[config.mk]
export PLATFORM = sky130hd
export DESIGN_NAME = fpu_flip_sched_flat
export DESIGN_NICKNAME = d
export VERILOG_FILES = /design/src/rtl/fpu_flip_sched_if.sv /design/src/rtl/fpu_flip_sched.sv /design/src/flat_wrapper.sv
export SDC_FILE = /design/constraint.sdc
export NUM_CORES = 1
export LEC_CHECK = 0
export CORE_UTILIZATION = 36
export CTS_CLUSTER_DIAMETER = 150
export CTS_CLUSTER_SIZE = 8
export DETAILED_ROUTE_END_ITERATION = 16
export PLACE_DENSITY = 0.77
export SYNTH_ARGS = -nofsm -noshare
export SYNTH_HDL_FRONTEND = slang
export SYNTH_SLANG_ARGS = --single-unit
[constraint.sdc]
create_clock -name clk -period 3.13 [get_ports clk]
set_input_delay 0.626 -clock clk [delete_from_list [all_inputs] [get_ports clk]]
set_output_delay 0.626 -clock clk [all_outputs]
set_load 0.01 [all_outputs]
[src/rtl/fpu_flip_sched_if.sv]
// Requester/issue/credit-return bundle between the FPU issue scheduler and its environment.
interface fpu_flip_sched_if #(
  parameter int unsigned NREQ  = 4,
  parameter int unsigned WIDTH = 32
);
  localparam int unsigned IW = (NREQ > 1) ? $clog2(NREQ) : 1;

  logic [NREQ-1:0]       req_vld;
  logic [NREQ*WIDTH-1:0] req_data;
  logic [NREQ-1:0]       req_grant;
  logic                  out_vld;
  logic [WIDTH-1:0]      out_data;
  logic [IW-1:0]         out_src;
  logic                  out_stall;
  logic                  ret_vld;
  logic [IW-1:0]         ret_src;
  logic                  credit_err;

  modport master (
    input  req_vld, req_data, out_stall, ret_vld, ret_src,
    output req_grant, out_vld, out_data, out_src, credit_err
  );

  modport slave (
    output req_vld, req_data, out_stall, ret_vld, ret_src,
    input  req_grant, out_vld, out_data, out_src, credit_err
  );
endinterface

[src/rtl/fpu_flip_sched.sv]
// Credit-based round-robin scheduler feeding one FPU issue register from NREQ requester buffers.
// Optional macro FPU_FLIP_SCHED_PRIO_EN gives requester 0 strict priority over the round-robin group.
module fpu_flip_sched #(
  parameter int unsigned NREQ    = 4,
  parameter int unsigned WIDTH   = 32,
  parameter int unsigned CREDITS = 4
) (
  input  logic             clk,
  input  logic             rst,
  fpu_flip_sched_if.master bus
);
  localparam int unsigned IW = (NREQ > 1) ? $clog2(NREQ) : 1;
  localparam int unsigned CW = $clog2(CREDITS + 1);
  localparam logic [CW-1:0] CRED_MAX = CW'(CREDITS);

  typedef enum logic [1:0] {IDLE, ISSUE, HOLD} state_e;

  state_e           state_q, state_d;
  logic [IW-1:0]    rr_q, rr_d;
  logic [CW-1:0]    credit_q [NREQ];
  logic [CW-1:0]    credit_d [NREQ];
  logic             out_vld_q, out_vld_d;
  logic [WIDTH-1:0] out_data_q, out_data_d;
  logic [IW-1:0]    out_src_q, out_src_d;
  logic             err_q, err_d;
  logic             init_q;

  logic [NREQ-1:0]  elig_c;
  logic [NREQ-1:0]  grant_c;
  logic [IW-1:0]    win_c;
  logic             found_c;
  logic             accept_c;

  // Lowest eligible index at or above base, otherwise lowest eligible overall; MSB flags a hit.
  function automatic logic [IW:0] rr_pick(input logic [NREQ-1:0] elig, input logic [IW-1:0] base);
    logic          hit;
    logic [IW-1:0] idx;
    hit = 1'b0;
    idx = '0;
    for (int unsigned k = 0; k < NREQ; k++) begin
      if (!hit && elig[k] && (IW'(k) >= base)) begin
        hit = 1'b1;
        idx = IW'(k);
      end
    end
    for (int unsigned k = 0; k < NREQ; k++) begin
      if (!hit && elig[k]) begin
        hit = 1'b1;
        idx = IW'(k);
      end
    end
    return {hit, idx};
  endfunction

  always_comb begin
    state_d    = state_q;
    rr_d       = rr_q;
    credit_d   = credit_q;
    out_vld_d  = out_vld_q;
    out_data_d = out_data_q;
    out_src_d  = out_src_q;
    err_d      = err_q;
    grant_c    = '0;
    elig_c     = '0;
    win_c      = '0;
    found_c    = 1'b0;
    accept_c   = !out_vld_q || !bus.out_stall;

    for (int unsigned k = 0; k < NREQ; k++) begin
      elig_c[k] = bus.req_vld[k] && (credit_q[k] != '0);
    end

`ifdef FPU_FLIP_SCHED_PRIO_EN
    if (elig_c[0]) begin
      found_c = 1'b1;
      win_c   = '0;
    end else begin
      {found_c, win_c} = rr_pick(elig_c & ~NREQ'(1), (rr_q == '0) ? IW'(1) : rr_q);
    end
`else
    {found_c, win_c} = rr_pick(elig_c, rr_q);
`endif

    // Grants are suppressed in reset and in the first cycle after it (init_q still low).
    if (rst && init_q && accept_c && found_c) begin
      for (int unsigned k = 0; k < NREQ; k++) begin
        if (IW'(k) == win_c) begin
          grant_c[k] = 1'b1;
          out_data_d = bus.req_data[k*WIDTH +: WIDTH];
        end
      end
      out_vld_d = 1'b1;
      out_src_d = win_c;
      state_d   = ISSUE;
`ifdef FPU_FLIP_SCHED_PRIO_EN
      if (win_c != '0) begin
        rr_d = (win_c == IW'(NREQ-1)) ? '0 : win_c + IW'(1);
      end
`else
      rr_d = (win_c == IW'(NREQ-1)) ? '0 : win_c + IW'(1);
`endif
    end else if (accept_c) begin
      out_vld_d = 1'b0;
      state_d   = IDLE;
    end else begin
      state_d = HOLD;
    end

    // A grant and a return on the same requester cancel out.
    for (int unsigned k = 0; k < NREQ; k++) begin
      if (grant_c[k] && !(bus.ret_vld && (bus.ret_src == IW'(k)))) begin
        credit_d[k] = credit_q[k] - CW'(1);
      end else if (!grant_c[k] && bus.ret_vld && (bus.ret_src == IW'(k))) begin
        if (credit_q[k] == CRED_MAX) begin
          err_d = 1'b1;
        end else begin
          credit_d[k] = credit_q[k] + CW'(1);
        end
      end
    end
  end

  always_ff @(posedge clk) begin
    if (!rst) begin
      state_q    <= IDLE;
      rr_q       <= '0;
      out_vld_q  <= 1'b0;
      out_data_q <= '0;
      out_src_q  <= '0;
      err_q      <= 1'b0;
      init_q     <= 1'b0;
      for (int unsigned k = 0; k < NREQ; k++) begin
        credit_q[k] <= CRED_MAX;
      end
    end else begin
      state_q    <= state_d;
      rr_q       <= rr_d;
      out_vld_q  <= out_vld_d;
      out_data_q <= out_data_d;
      out_src_q  <= out_src_d;
      err_q      <= err_d;
      init_q     <= 1'b1;
      for (int unsigned k = 0; k < NREQ; k++) begin
        credit_q[k] <= credit_d[k];
      end
    end
  end

  assign bus.req_grant  = grant_c;
  assign bus.out_vld    = out_vld_q;
  assign bus.out_data   = out_data_q;
  assign bus.out_src    = out_src_q;
  assign bus.credit_err = err_q;
endmodule

[src/flat_wrapper.sv]
// flat-port wrapper written by rule: the top's interface ports become plain ports
module fpu_flip_sched_flat 
#(
  parameter int unsigned NREQ    = 4,
  parameter int unsigned WIDTH   = 32,
  parameter int unsigned CREDITS = 4
)
  (clk, rst, bus_req_vld, bus_req_data, bus_out_stall, bus_ret_vld, bus_ret_src, bus_req_grant, bus_out_vld, bus_out_data, bus_out_src, bus_credit_err);
  fpu_flip_sched_if #(.NREQ(NREQ), .WIDTH(WIDTH)) bus_i ();
  input  logic clk;
  input  logic rst;
  input wire logic [$bits(bus_i.req_vld)-1:0] bus_req_vld;
  input wire logic [$bits(bus_i.req_data)-1:0] bus_req_data;
  input wire logic [$bits(bus_i.out_stall)-1:0] bus_out_stall;
  input wire logic [$bits(bus_i.ret_vld)-1:0] bus_ret_vld;
  input wire logic [$bits(bus_i.ret_src)-1:0] bus_ret_src;
  output wire logic [$bits(bus_i.req_grant)-1:0] bus_req_grant;
  output wire logic [$bits(bus_i.out_vld)-1:0] bus_out_vld;
  output wire logic [$bits(bus_i.out_data)-1:0] bus_out_data;
  output wire logic [$bits(bus_i.out_src)-1:0] bus_out_src;
  output wire logic [$bits(bus_i.credit_err)-1:0] bus_credit_err;
  assign bus_i.req_vld = bus_req_vld;
  assign bus_i.req_data = bus_req_data;
  assign bus_i.out_stall = bus_out_stall;
  assign bus_i.ret_vld = bus_ret_vld;
  assign bus_i.ret_src = bus_ret_src;
  assign bus_req_grant = bus_i.req_grant;
  assign bus_out_vld = bus_i.out_vld;
  assign bus_out_data = bus_i.out_data;
  assign bus_out_src = bus_i.out_src;
  assign bus_credit_err = bus_i.credit_err;
  fpu_flip_sched #(.NREQ(NREQ), .WIDTH(WIDTH), .CREDITS(CREDITS)) u_core (.clk(clk), .rst(rst), .bus(bus_i));
endmodule
# == Yosys cells after proc, flatten, opt, wreduce, memory -nomap -nowiden ==
# Cells that the tools add are included.
# classes
add_sub_neg,9
n_reduce_logical,69
n_eq_ne,15
order_cmp,4
muxes,52
# op_table
operator,count
$mux W32,4
$mux W3,12
$logic_and A1 B1 Y1,34
$mux W1,28
$logic_not A1 Y1,17
$mux W2,7
$add A3 B1 Y3 const B,4
$eq A3 B3 Y1 const B,4
$reduce_bool A3 Y1,4
$sub A3 B1 Y3 const B,4
$reduce_and A2 Y1,5
$reduce_bool A2 Y1,5
$ne A2 B1 Y1 const B,4
$eq A2 B2 Y1 const B,3
$eq A2 B2 Y1 const A,2
$ge A1 B2 Y1 const A,2
$ge A2 B2 Y1 const A,2
$logic_not A2 Y1,2
$mux W4,1
$reduce_bool A4 Y1,1
$add A2 B1 Y2 const B,1
$eq A1 B2 Y1 const A,1
$eq A2 B1 Y1 const B,1
$logic_or A1 B1 Y1,1
# word_totals
inputBits,138
word_cells,159
ff_bits,51
output_inout_bits,40

# == Logic depth before layout (Yosys ltp) ==
# logic_depth
depth_word,45
depth_mapped,15
depth_no_buf,14

# == Worst setup path after synthesis ==
# Ideal clock, no wire load.
# synth_path
kind,input -> register
start,input bus_req_vld[0]
end,register u_core.credit_q[2] (netlist bit)
t_arrival_ns,3.094
n_path_buf,1
cell_stages,12
setup_slack_ns,-0.101
setup_time_ns,0.137
path_cell_list,o31ai_2 > mux2_2 > nor2_1 > a221oi_1 > ha_1 > clkbuf_1 > nand3_1 > nor2_2 > nand2_1 > fa_1 > o41ai_1 > a32oi_1
# synth_via
elab_chain_cells,35
# synth_lines
element,line_no,text
from (decl),flat_wrapper.sv:12,input wire logic [$bits(bus_i.req_vld)-1:0] bus_req_vld;
$logic_and A1 B1 Y1 (*),fpu_flip_sched.sv:70,elig_c[k] = bus.req_vld[k] && (credit_q[k] != '0);
$logic_and A1 B1 Y1,fpu_flip_sched.sv:41,if (!hit && elig[k] && (IW'(k) >= base)) begin
$mux W1,fpu_flip_sched.sv:41,
$logic_not A1 Y1,fpu_flip_sched.sv:41,
$logic_and A1 B1 Y1 (2 in series),fpu_flip_sched.sv:41,
$mux W1,fpu_flip_sched.sv:41,
$logic_not A1 Y1,fpu_flip_sched.sv:41,
$logic_and A1 B1 Y1 (2 in series),fpu_flip_sched.sv:41,
[... 17 more ...],n/a,
via u_core.win_c[0],fpu_flip_sched.sv:30,logic [IW-1:0] win_c;
$eq A2 B2 Y1 (*),fpu_flip_sched.sv:87,if (IW'(k) == win_c) begin
$mux W1 (*),fpu_flip_sched.sv:87,
$mux W4 (*),fpu_flip_sched.sv:85,if (rst && init_q && accept_c && found_c) begin
via bus_req_grant[3],flat_wrapper.sv:17,output wire logic [$bits(bus_i.req_grant)-1:0] bus_req_grant;
$logic_not A1 Y1,fpu_flip_sched.sv:113,end else if (!grant_c[k] && bus.ret_vld && (bus.ret_src == IW'(k))) begin
$logic_and A1 B1 Y1 (2 in series),fpu_flip_sched.sv:113,
$reduce_bool A2 Y1 (no line),n/a,
$reduce_and A2 Y1 (no line),n/a,
"to (signal, indexed assignment)",fpu_flip_sched.sv:144,credit_q[k] <= credit_d[k];
to (decl),fpu_flip_sched.sv:20,logic [CW-1:0] credit_q [NREQ];
# Mark *: on every way through the listed nets, which the timed path passes. The rest lies on a longest branch.
# A chain may end at the register's enable or synchronous reset.

# == Worst setup path in the final report ==
# layout_path
start,input bus_req_vld[3]
end,register u_core.credit_q[5] (netlist bit)
# layout_via
elab_chain_cells,24
# layout_lines
element,line_no,text
$logic_and A1 B1 Y1 (*),fpu_flip_sched.sv:70,
$logic_and A1 B1 Y1 (2 in series),fpu_flip_sched.sv:41,
$mux W1,fpu_flip_sched.sv:41,
$logic_not A1 Y1,fpu_flip_sched.sv:47,if (!hit && elig[k]) begin
$logic_and A1 B1 Y1,fpu_flip_sched.sv:47,
$mux W1,fpu_flip_sched.sv:47,
$logic_not A1 Y1,fpu_flip_sched.sv:47,
$logic_and A1 B1 Y1,fpu_flip_sched.sv:47,
[... 7 more ...],n/a,
via u_core.win_c[0],fpu_flip_sched.sv:30,
$eq A2 B2 Y1 (*),fpu_flip_sched.sv:87,
$mux W1 (*),fpu_flip_sched.sv:87,
$mux W4 (*),fpu_flip_sched.sv:85,
$logic_not A1 Y1,fpu_flip_sched.sv:113,
$logic_and A1 B1 Y1 (2 in series),fpu_flip_sched.sv:113,
$reduce_bool A2 Y1 (no line),n/a,
$reduce_and A2 Y1 (no line),n/a,
# Marks and branches as above.

==> impl_metrics.csv <==
group,metric,value,unit
status,status,"finished, final reports clean",
clock_tree,cts_made_buffers,5,
placed_design,pre_cts_slack,-476.6,ps
critical_path,cp-start-kind,"input port",
route,routed_wl,11.03,mm
synthesis,synth_top_area_share,29.85,%
synthesis,yosys_register_bits,51,
sta,hold_viol,0,
placed_design,io_buffers,177,
synthesis,async_flop_share,0,%
route,wl_per_cell,15.30,µm
finish,layout_common_cells,"clkdlybuf4s50_1, mux2i_1, nand2_1",
floorplanning,fp-row-count,35,
sta,worst_slack,102.4,ps
route,num_vias,3650,
floorplanning,io_pins,178,
placed_design,place_congestion,0.8755,
global_route,grt_pass1_wl,16.75,mm
clock_tree,clk_pin_slew_worst_paths,100,ps
clock_tree,cts_buffer_depth,2,
sta,worst_pin_slew,597.5,ps
global_route,track_usage,21.39,%
route,first_iter_violations,52,
global_route,grt_max_degree,66,
clock_tree,cts_tree,"done",
synthesis,yosys.area.top_type,"dfxtp_1",
sta,slew_headroom,60.16,%
synthesis,ys_types,47,
route,met1_length,4.406,mm
clock_tree,cts_root_buf,"clkbuf_8",
hold_path,hp-class,"flip-flop to flip-flop",
finish,nFillCells,828,
floorplanning,die_h,99.48,µm
power,leakagePower,2.050,nW
placed_design,dpl.hpwl,8.494,mm
clock_tree,cts.sinks,51,
synthesis,synthFlopType,"dfxtp_1",
power,ir_drop,0.0002176,V
run,cap_violations,0,
route,dr_wl_met2,5.643,mm
synthesis,synthTopCellsByArea,"dfxtp_1, mux2i_1, a211oi_1, nand2_1, o21ai_0",
global_route,grt_pass1_vias,3533,
route,drc,0,
route,ant_nets,0,
floorplanning,die_w,99.48,µm
finish,syn2layout_area_growth,65.03,%
clock_tree,worstSkewPairLatency,310,ps
synthesis,avgSynthCellArea,8.283,µm²
synthesis,synth_cells,413,
finish,final_cells,721,
placed_design,placed_cells_incl_taps,711,
floorplanning,core,0.009240,mm²
clock_tree,htree_num_levels,2,
critical_path,crit_type,"input port to flip-flop",
sta,slew_viol_final,0,
sta,min_period,3028,ps
synthesis,synth_edf_count,0,
route,vias_per_cell,5.062,
sta,fin_crit_sh,96.73,%
sta,setup_viol,0,
finish,num_antenna_cells,0,
critical_path,required,3310,ps
sta,timing.fmax,0.3303,GHz
sta,finalClockSkew,11.92,ps
clock_tree,cts_hold_buf,0,
finish,fin_nets,737,
synthesis,synth_fp_nets,559,
floorplanning,start_util,37.02,%
global_route,overflow,0,
route,firstDrtPassIters,4,
synthesis,yosys_warnings,0,
power,power_density,378.0,mW/mm²
finish,layout_commonest_cell,"clkdlybuf4s50_1",
global_route,antenna_found_initial,0,
critical_path,path_max_fanout,3,
floorplanning,dieArea,0.009896,mm²
critical_path,crit_path_end_kind,"flip-flop",
finish,drive_above_1_share,11.32,%
synthesis,synth_area,0.003421,mm²
synthesis,ys_seq_area_share,29.85,%
route,routed.top_layer,"met4",
critical_path,crit_arrival,3210,ps
route,wl_met3,759,µm
## final timing paths
check                          end  slack [ps]  cells past startpoint             startpoint
max reg2reg     u_core.credit_q[5]         140                     15     u_core.credit_q[5]
max             u_core.credit_q[5]         100                     14         bus_req_vld[3]
min reg2reg  u_core.bus.out_src[0]         470                      2  u_core.bus.out_src[0]
min          u_core.bus.out_src[0]         470                      2  u_core.bus.out_src[0]
## final cells by class
| cell class | instances | area (µm²) | area share (%) |
|---|---|---|---|
| multi-input cells | 317 | 2283 | 40.45 |
| repair buffers | 201 | 1986 | 35.17 |
| flip-flops and latches | 51 | 1022 | 18.11 |
| well taps | 129 | 161.4 | 2.859 |
| clock buffers | 5 | 68.82 | 1.219 |
| clock inverters | 3 | 67.56 | 1.197 |
| inverters | 15 | 56.30 | 0.9973 |
## kinds of logic after synthesis
logic type                 share of synthesized area [%]
and+or+nand+nor                                    17.41
AOI/OAI and AO/OA                                  20.48
muxes                                              22.42
DFF                                                29.85
buffers and inverters                              5.779
adders and majority gates                          3.804
xor gates and xnor gates                          0.2561
## synth_stat cells (3+ instances only)
cell      number
a21oi_1        6
nor2_2         3
ha_1           4
o21ai_0       37
o41ai_1        4
nand3_1        7
nand2_1       59
fa_1           4
buf_2          7
or3_2          4
a32oi_1        4
nand2b_1       4
clkbuf_1      21
dfxtp_1       51
o311a_1        3
a211oi_1      32
nor3_1         4
inv_1         14
mux2i_1       74
nor2_1        41
## worst max-delay path: stages
cell and delay (ps):
clkdlybuf4s50_1 510, o31ai_4 120, a221oi_4 330, buf_4 180
inv_2 40, ha_2 180, nand3_1 100, nor2_2 70
nand2_1 80, fa_2 250, nand2_1 50, or3_2 450
o41ai_2 70, a32oi_1 140
## report_power, final
group	internal (mW)	switching, mW	total [mW]
registers	0.706	0.0377	0.744
clock network	0.319	0.232	0.551
logic	0.466	0.374	0.840
## metrics by stage
step	util [%]	power (mW)	TNS, ps	hold WS, ps	cell area, µm²
6_report	61.10	2.134	0	474.8	5645
5_1_grt	61.10	2.267	-23.18	511.0	5645
4_1_cts	60.73	2.151	0	470.6	5612
3_5_place_dp	58.89	1.584	-17120	455.8	5441
3_3_place_gp	58.89	1.567	-13690	453.0	5441
2_1_floorplan	-	1.176	0	473.7	3428
## layer usage
layer | GRT usage, % | vias up
li1 | - | 1837
met1 | 23.89 | 1678
met2 | 39.85 | 119
met3 | 5.130 | 16
met4 | 6.674 | 0
met5 | 0 | -
## state kept, by name (all words and copies together) (netlist names)
register and cells:
u_core.bus.out_data 32, u_core.credit_q 12, u_core.bus.out_src 2, u_core.rr_q 2, u_core.bus.credit_err 1, u_core.bus.out_vld 1, u_core.init_q 1
## what timing repair did
item / 4_1_cts / 5_1_grt
gates cloned: 0 / 0
setup endpoints to repair: 40 / 35
hold endpoints to repair: 0 / 0
resized for setup: 24 / 5
pin swaps: 6 / 3
setup buffers: 1 / 1
(Power assumes the default switching activity.)
